## src/rtl/ips_dbc_capture_ctrl_v1_1_if.sv

```systemverilog
// Capture-sequencer bus: groups the control, trigger, memory-port and readout signals
// between the trigger unit / JTAG readout side (master) and the capture sequencer (slave).
//   arm, abort, post_cnt   : acquisition control
//   sample_en, trig_in     : storage qualifier and trigger condition
//   rd_en                  : readout word request
//   mem_wren, mem_wraddr   : capture memory write port
//   mem_rdaddr             : capture memory read port address
//   rd_valid, rd_last      : readout data qualifiers (aligned with registered memory q)
//   trig_addr, start_addr  : trigger sample and oldest sample addresses
//   state, done            : sequencer status
interface ips_dbc_capture_ctrl_v1_1_if #(
  parameter int unsigned DATA_DEPTH = 9
);
  logic                  arm;
  logic                  abort;
  logic [DATA_DEPTH-1:0] post_cnt;
  logic                  sample_en;
  logic                  trig_in;
  logic                  rd_en;
  logic                  mem_wren;
  logic [DATA_DEPTH-1:0] mem_wraddr;
  logic [DATA_DEPTH-1:0] mem_rdaddr;
  logic                  rd_valid;
  logic                  rd_last;
  logic [DATA_DEPTH-1:0] trig_addr;
  logic [DATA_DEPTH-1:0] start_addr;
  logic [2:0]            state;
  logic                  done;

  modport master (
    output arm, abort, post_cnt, sample_en, trig_in, rd_en,
    input  mem_wren, mem_wraddr, mem_rdaddr, rd_valid, rd_last,
    input  trig_addr, start_addr, state, done
  );

  modport slave (
    input  arm, abort, post_cnt, sample_en, trig_in, rd_en,
    output mem_wren, mem_wraddr, mem_rdaddr, rd_valid, rd_last,
    output trig_addr, start_addr, state, done
  );
endinterface

```

## src/rtl/ips_dbc_capture_ctrl_v1_1.sv

```systemverilog
// Capture sequencer for the debug core's dual-port capture memory.
// Runs a circular pre-trigger / post-trigger acquisition, drives the memory write port,
// records the trigger sample address, then walks the read port in chronological order.
// Ports:
//   clk     : sample clock (also the memory write/read clock)
//   rst_n   : asynchronous active-low reset
//   ctrl_io : slave side of the capture bus (control inputs, memory ports, readout, status)
module ips_dbc_capture_ctrl_v1_1 #(
  parameter int unsigned DATA_DEPTH = 9
) (
  input logic                        clk,
  input logic                        rst_n,
  ips_dbc_capture_ctrl_v1_1_if.slave ctrl_io
);

  typedef logic [DATA_DEPTH-1:0] addr_t;

  typedef enum logic [2:0] {
    StIdle     = 3'd0,
    StPre      = 3'd1,
    StWaitTrig = 3'd2,
    StPost     = 3'd3,
    StDone     = 3'd4
  } state_e;

  state_e state_q, state_d;
  addr_t  wr_ptr_q, wr_ptr_d;
  addr_t  pre_cnt_q, pre_cnt_d;
  addr_t  remaining_q, remaining_d;
  addr_t  post_q, post_d;
  addr_t  trig_addr_q, trig_addr_d;
  addr_t  start_addr_q, start_addr_d;
  addr_t  rd_idx_q, rd_idx_d;
  addr_t  rdaddr_q, rdaddr_d;

  // Two-stage readout pipeline: stage 1 tracks the address register, stage 2 the memory q.
  logic   rd_issue;
  logic   rd_issue_last;
  logic   rd_v1_q, rd_l1_q;
  logic   rd_valid_q, rd_last_q;

  logic   arm_ok;

  // arm only takes effect when no acquisition is in flight.
  assign arm_ok = ctrl_io.arm && ((state_q == StIdle) || (state_q == StDone));

  always_comb begin
    state_d       = state_q;
    wr_ptr_d      = wr_ptr_q;
    pre_cnt_d     = pre_cnt_q;
    remaining_d   = remaining_q;
    post_d        = post_q;
    trig_addr_d   = trig_addr_q;
    start_addr_d  = start_addr_q;
    rd_idx_d      = rd_idx_q;
    rdaddr_d      = rdaddr_q;
    rd_issue      = 1'b0;
    rd_issue_last = 1'b0;

    if (ctrl_io.abort) begin
      state_d = StIdle;
    end else if (arm_ok) begin
      post_d      = ctrl_io.post_cnt;
      wr_ptr_d    = '0;
      pre_cnt_d   = '0;
      remaining_d = '0;
      rd_idx_d    = '0;
      // Pre-trigger depth N-1-P is zero exactly when P is all ones.
      state_d     = (&ctrl_io.post_cnt) ? StWaitTrig : StPre;
    end else begin
      unique case (state_q)
        StIdle: begin
          state_d = StIdle;
        end
        StPre: begin
          if (ctrl_io.sample_en) begin
            wr_ptr_d  = wr_ptr_q + addr_t'(1);
            pre_cnt_d = pre_cnt_q + addr_t'(1);
            // N-1-P in DATA_DEPTH bits is the bitwise complement of P.
            if (pre_cnt_d == ~post_q) begin
              state_d = StWaitTrig;
            end
          end
        end
        StWaitTrig: begin
          if (ctrl_io.sample_en) begin
            wr_ptr_d = wr_ptr_q + addr_t'(1);
            if (ctrl_io.trig_in) begin
              trig_addr_d = wr_ptr_q;
              remaining_d = post_q;
              if (post_q == '0) begin
                state_d      = StDone;
                start_addr_d = wr_ptr_d;
                rd_idx_d     = '0;
              end else begin
                state_d = StPost;
              end
            end
          end
        end
        StPost: begin
          if (ctrl_io.sample_en) begin
            wr_ptr_d    = wr_ptr_q + addr_t'(1);
            remaining_d = remaining_q - addr_t'(1);
            if (remaining_q == addr_t'(1)) begin
              state_d      = StDone;
              start_addr_d = wr_ptr_d;
              rd_idx_d     = '0;
            end
          end
        end
        StDone: begin
          if (ctrl_io.rd_en) begin
            rd_issue      = 1'b1;
            rd_issue_last = &rd_idx_q;
            rdaddr_d      = start_addr_q + rd_idx_q;
            rd_idx_d      = rd_idx_q + addr_t'(1);
          end
        end
        default: begin
          state_d = StIdle;
        end
      endcase
    end
  end

  always_ff @(posedge clk or negedge rst_n) begin
    if (!rst_n) begin
      state_q      <= StIdle;
      wr_ptr_q     <= '0;
      pre_cnt_q    <= '0;
      remaining_q  <= '0;
      post_q       <= '0;
      trig_addr_q  <= '0;
      start_addr_q <= '0;
      rd_idx_q     <= '0;
      rdaddr_q     <= '0;
    end else begin
      state_q      <= state_d;
      wr_ptr_q     <= wr_ptr_d;
      pre_cnt_q    <= pre_cnt_d;
      remaining_q  <= remaining_d;
      post_q       <= post_d;
      trig_addr_q  <= trig_addr_d;
      start_addr_q <= start_addr_d;
      rd_idx_q     <= rd_idx_d;
      rdaddr_q     <= rdaddr_d;
    end
  end

  // abort flushes reads in flight so no stale word is flagged valid.
  always_ff @(posedge clk or negedge rst_n) begin
    if (!rst_n) begin
      rd_v1_q    <= 1'b0;
      rd_l1_q    <= 1'b0;
      rd_valid_q <= 1'b0;
      rd_last_q  <= 1'b0;
    end else if (ctrl_io.abort) begin
      rd_v1_q    <= 1'b0;
      rd_l1_q    <= 1'b0;
      rd_valid_q <= 1'b0;
      rd_last_q  <= 1'b0;
    end else begin
      rd_v1_q    <= rd_issue;
      rd_l1_q    <= rd_issue_last;
      rd_valid_q <= rd_v1_q;
      rd_last_q  <= rd_l1_q && rd_v1_q;
    end
  end

  assign ctrl_io.mem_wren   = ctrl_io.sample_en &&
                              ((state_q == StPre) || (state_q == StWaitTrig) ||
                               (state_q == StPost));
  assign ctrl_io.mem_wraddr = wr_ptr_q;
  assign ctrl_io.mem_rdaddr = rdaddr_q;
  assign ctrl_io.rd_valid   = rd_valid_q;
  assign ctrl_io.rd_last    = rd_last_q;
  assign ctrl_io.trig_addr  = trig_addr_q;
  assign ctrl_io.start_addr = start_addr_q;
  assign ctrl_io.state      = state_q;
  assign ctrl_io.done       = (state_q == StDone);

endmodule

```

## src/flat_wrapper.sv

```systemverilog
// flat-port wrapper written by rule: the top's interface ports become plain ports
module ips_dbc_capture_ctrl_v1_1_flat 
#(
  parameter int unsigned DATA_DEPTH = 9
)
  (clk, rst_n, ctrl_io_arm, ctrl_io_abort, ctrl_io_post_cnt, ctrl_io_sample_en, ctrl_io_trig_in, ctrl_io_rd_en, ctrl_io_mem_wren, ctrl_io_mem_wraddr, ctrl_io_mem_rdaddr, ctrl_io_rd_valid, ctrl_io_rd_last, ctrl_io_trig_addr, ctrl_io_start_addr, ctrl_io_state, ctrl_io_done);
  ips_dbc_capture_ctrl_v1_1_if #(.DATA_DEPTH(DATA_DEPTH)) ctrl_io_i ();
  input logic clk;
  input logic rst_n;
  input wire logic [$bits(ctrl_io_i.arm)-1:0] ctrl_io_arm;
  input wire logic [$bits(ctrl_io_i.abort)-1:0] ctrl_io_abort;
  input wire logic [$bits(ctrl_io_i.post_cnt)-1:0] ctrl_io_post_cnt;
  input wire logic [$bits(ctrl_io_i.sample_en)-1:0] ctrl_io_sample_en;
  input wire logic [$bits(ctrl_io_i.trig_in)-1:0] ctrl_io_trig_in;
  input wire logic [$bits(ctrl_io_i.rd_en)-1:0] ctrl_io_rd_en;
  output wire logic [$bits(ctrl_io_i.mem_wren)-1:0] ctrl_io_mem_wren;
  output wire logic [$bits(ctrl_io_i.mem_wraddr)-1:0] ctrl_io_mem_wraddr;
  output wire logic [$bits(ctrl_io_i.mem_rdaddr)-1:0] ctrl_io_mem_rdaddr;
  output wire logic [$bits(ctrl_io_i.rd_valid)-1:0] ctrl_io_rd_valid;
  output wire logic [$bits(ctrl_io_i.rd_last)-1:0] ctrl_io_rd_last;
  output wire logic [$bits(ctrl_io_i.trig_addr)-1:0] ctrl_io_trig_addr;
  output wire logic [$bits(ctrl_io_i.start_addr)-1:0] ctrl_io_start_addr;
  output wire logic [$bits(ctrl_io_i.state)-1:0] ctrl_io_state;
  output wire logic [$bits(ctrl_io_i.done)-1:0] ctrl_io_done;
  assign ctrl_io_i.arm = ctrl_io_arm;
  assign ctrl_io_i.abort = ctrl_io_abort;
  assign ctrl_io_i.post_cnt = ctrl_io_post_cnt;
  assign ctrl_io_i.sample_en = ctrl_io_sample_en;
  assign ctrl_io_i.trig_in = ctrl_io_trig_in;
  assign ctrl_io_i.rd_en = ctrl_io_rd_en;
  assign ctrl_io_mem_wren = ctrl_io_i.mem_wren;
  assign ctrl_io_mem_wraddr = ctrl_io_i.mem_wraddr;
  assign ctrl_io_mem_rdaddr = ctrl_io_i.mem_rdaddr;
  assign ctrl_io_rd_valid = ctrl_io_i.rd_valid;
  assign ctrl_io_rd_last = ctrl_io_i.rd_last;
  assign ctrl_io_trig_addr = ctrl_io_i.trig_addr;
  assign ctrl_io_start_addr = ctrl_io_i.start_addr;
  assign ctrl_io_state = ctrl_io_i.state;
  assign ctrl_io_done = ctrl_io_i.done;
  ips_dbc_capture_ctrl_v1_1 #(.DATA_DEPTH(DATA_DEPTH)) u_core (.clk(clk), .rst_n(rst_n), .ctrl_io(ctrl_io_i));
endmodule
```

## config.mk

```make
export PLATFORM = sky130hd
export DESIGN_NAME = ips_dbc_capture_ctrl_v1_1_flat
export DESIGN_NICKNAME = d
export VERILOG_FILES = /design/src/rtl/ips_dbc_capture_ctrl_v1_1_if.sv /design/src/rtl/ips_dbc_capture_ctrl_v1_1.sv /design/src/flat_wrapper.sv
export SDC_FILE = /design/constraint.sdc
export NUM_CORES = 1
export LEC_CHECK = 0
export CORE_MARGIN = 2
export CORE_UTILIZATION = 36
export DETAILED_ROUTE_END_ITERATION = 6
export PLACE_DENSITY_LB_ADDON = 0.25
export SLEW_MARGIN = 20
export SYNTH_ARGS = -nofsm -noshare
export SYNTH_HDL_FRONTEND = slang
export SYNTH_SLANG_ARGS = --single-unit
```

## constraint.sdc

```tcl
create_clock -name clk -period 2.5 [get_ports clk]
set_input_delay 0.5 -clock clk [delete_from_list [all_inputs] [get_ports clk]]
set_output_delay 0.5 -clock clk [all_outputs]
set_load 0.05 [all_outputs]
```

==> run metrics <==
Die Span X 113 µm; Num CTS Buffers 9; Post-DRT Antenna Nets 0; Max Cap Viol 0; Critical Path RT 2.00 ns; CTS tree built; sequential area share after synthesis 46.2%; Leak Pwr 2.35 nW; crit path cell chain clkdlybuf4s50_1; CP Capture Type output port; H-tree Lvls 3; CP max stage delay 0.90 ns; Yosys cell types 63; measured slew at the worst slew-check pin 0.601 ns; pin count of the biggest net entering global routing 44; final worst slack 0.172 ns; vias 3453; Initial Utilization 37.2%; Synth top area share 46.2%; register cell area after layout 0.00198 mm²; clock latency on the worst-skew pair 0.34 ns; drt drc 3; clk buf depth 2; post-cts sizing count 0; Final Skew 0.00551 ns; power per cell area 970 mW/mm²; final hold vios 0; FMAX 430 MHz; share of cells above drive strength 1 9.73%; area leader, netlist dfrtp_1; Crit-path slowest cell clkdlybuf4s50_1; DR pass1 iterations 6; slew margin rel. 59.8%; Final Max Tran Viols 0; Crit path max-delay family buffers and inverters; CTS Root Cell clkbuf_16; syn avg cell area 9.43 µm²; Multi-input gate area 0.00221 mm²; Post-DP HPWL 7350 µm; Via density 5.18; WL/cell 15.1 µm; total track usage 16.4%; RSZ-0062 raised after global routing false; Post-Syn Instances 454; Worst Hold Class in -> async; # setup viols final 0; clk slew on worst S/H paths 0.06 ns; Syn Nets 485; IO Pins 59; Sink Count 79; vias in the first global route 3254; number of synthesized flops with an enable pin 0; Worst Path Max Fanout 12; antenna cells 0; Layout Nets 553; wirelength, routed 10100 µm; outcome complete, but fails checks; CP startpoint kind flip-flop; Finished Layout Cells 667; main area contributors after synthesis dfrtp_1 (46%), o21ai_0 (4.3%), ha_1 (4.1%), nor2_1 (4.0%), o21ai_1 (3.9%); # rows 39; Post-CTS Setup Inserts 0; fin util 46.7%; CP arrival 1.83 ns; Port Buffers 58; Core ar. 0.0115 mm²; fillers 1091; Starting DRT DRC Count 163; first-pass GRT wire length 16800 µm; Crit Path Category reg -> out; Placed Instances 654; initial antenna violation count 0; Synth Flop Type dfrtp_1; CTS Hold Bufs 0; failing checks DRC; die area 0.0128 mm²; CP Buf/Inv Count 1; Final Hold Slack 0.173 ns; Final Cycle Share 93.1%; Layout area overhead 25.6%; synthesized area 0.00428 mm²; VDD IR max 0.000328 V; Fin Setup TNS 0 ns; grt ovf 0; share of flip-flops with an asynchronous set or reset 100%; pre-CTS worst setup slack 0.0625 ns; Yosys warnings 0; GPL Wtd Cong 0.843; fin crit period 2.33 ns; count of state elements after synthesis 79; Die Height 113 µm
==> worst paths after layout <==
check                                          endpoint  cells past startpoint  slack, ns                    start
min reg2reg                      u_core.ctrl_io.rd_last                      1       0.45           u_core.rd_l1_q
max in group asynchronous         u_core.remaining_q[8]                      2       1.72                    rst_n
max reg2reg                u_core.ctrl_io.mem_rdaddr[8]                      9       0.23       u_core.rd_idx_q[0]
min                         u_core.ctrl_io.trig_addr[0]                      1       0.17                    rst_n
max                                    ctrl_io_state[0]                      1       0.17  u_core.ctrl_io.state[0]
min in group clk                 u_core.ctrl_io.rd_last                      1       0.45           u_core.rd_l1_q
==> cell type report <==
type	instances	area share, %
flip-flops and latches	79	36.8
repair buffers	71	13.4
clock buffers	11	4.52
multi-input cells	351	41.1
well taps	143	3.33
clock inverters	2	0.186
inverters	10	0.698
==> flip-flops by register name, indices dropped and copies added, names as in the netlist <==
| signal | count |
|---|---|
| u_core.ctrl_io.mem_rdaddr | 9 |
| u_core.ctrl_io.mem_wraddr | 9 |
| u_core.ctrl_io.start_addr | 9 |
| u_core.ctrl_io.trig_addr | 9 |
| u_core.post_q | 9 |
| u_core.pre_cnt_q | 9 |
| u_core.rd_idx_q | 9 |
| u_core.remaining_q | 9 |
| u_core.ctrl_io.state | 3 |
| u_core.ctrl_io.rd_last | 1 |
| u_core.ctrl_io.rd_valid | 1 |
| u_core.rd_l1_q | 1 |
| u_core.rd_v1_q | 1 |
==> cells in the mapped netlist, types with 4 or more instances <==
| cell | count |
|---|---|
| a31oi_1 | 5 |
| clkbuf_1 | 7 |
| mux2_2 | 10 |
| mux2_1 | 7 |
| a22o_1 | 5 |
| dfrtp_1 | 79 |
| and2_1 | 9 |
| nor2_1 | 46 |
| xnor2_1 | 15 |
| and3_1 | 12 |
| nand3_1 | 7 |
| or3_1 | 4 |
| xor2_1 | 8 |
| nand2_1 | 42 |
| a21oi_1 | 17 |
| nor4_1 | 4 |
| o21ai_0 | 37 |
| o21ai_1 | 33 |
| ha_1 | 14 |
| nand2b_1 | 8 |
| buf_2 | 5 |
| o31ai_1 | 4 |
| inv_1 | 9 |
| nor3_1 | 14 |
==> where the power goes <==
| part | internal, mW | leakage, nW | switching (mW) |
|---|---|---|---|
| Combinational | 0.848 | 1.16 | 1.30 |
| Sequential | 1.54 | 1.06 | 0.357 |
| Clock | 0.679 | 0.127 | 0.498 |
==> cells in the final DEF, fill, tap and decap left out, types with 5 or more instances in the layout <==
cell type	Yosys	layout
inv_1	9	9
nand2_1	42	42
xor2_1	8	8
nor3_1	14	14
a21oi_1	17	17
a22o_1	5	5
and3_1	12	12
mux2_1	7	7
clkdlybuf4s50_1	0	55
mux2_2	10	10
a31oi_1	5	5
xnor2_1	15	15
and2_1	9	9
buf_4	1	12
nand3_1	7	7
dfrtp_1	79	79
clkbuf_16	0	9
o21ai_0	37	37
ha_1	14	14
o21ai_1	33	33
nor2_1	46	46
nand2b_1	8	8
==> routing by layer <==
metal / global-route usage (%) / wire length (µm) / vias up
met5: 0 / 0 / -
met4: 5.85 / 134 / 0
met3: 3.05 / 410 / 10
met2: 23.9 / 4400 / 70
met1: 24.5 / 5130 / 1610
li1: - / - / 1763
==> cells by family after synthesis <==
group / synth area share, %
AOI/OAI and AO/OA: 17.5
adders and majority gates: 4.56
DFF: 46.2
muxes: 4.71
xor gates and xnor gates: 4.71
buffers and inverters: 2.34
and+or+nand+nor: 20.0
==> per-stage QoR <==
step | power (mW) | cell area, µm²
finish | 5.21 | 5370
CTS | 5.25 | 5370
global route | 5.54 | 5370
floorplan | 3.30 | 4280
global placement | 4.03 | 5120
detailed placement | 4.05 | 5120
Power figures use the tool's default switching activity.
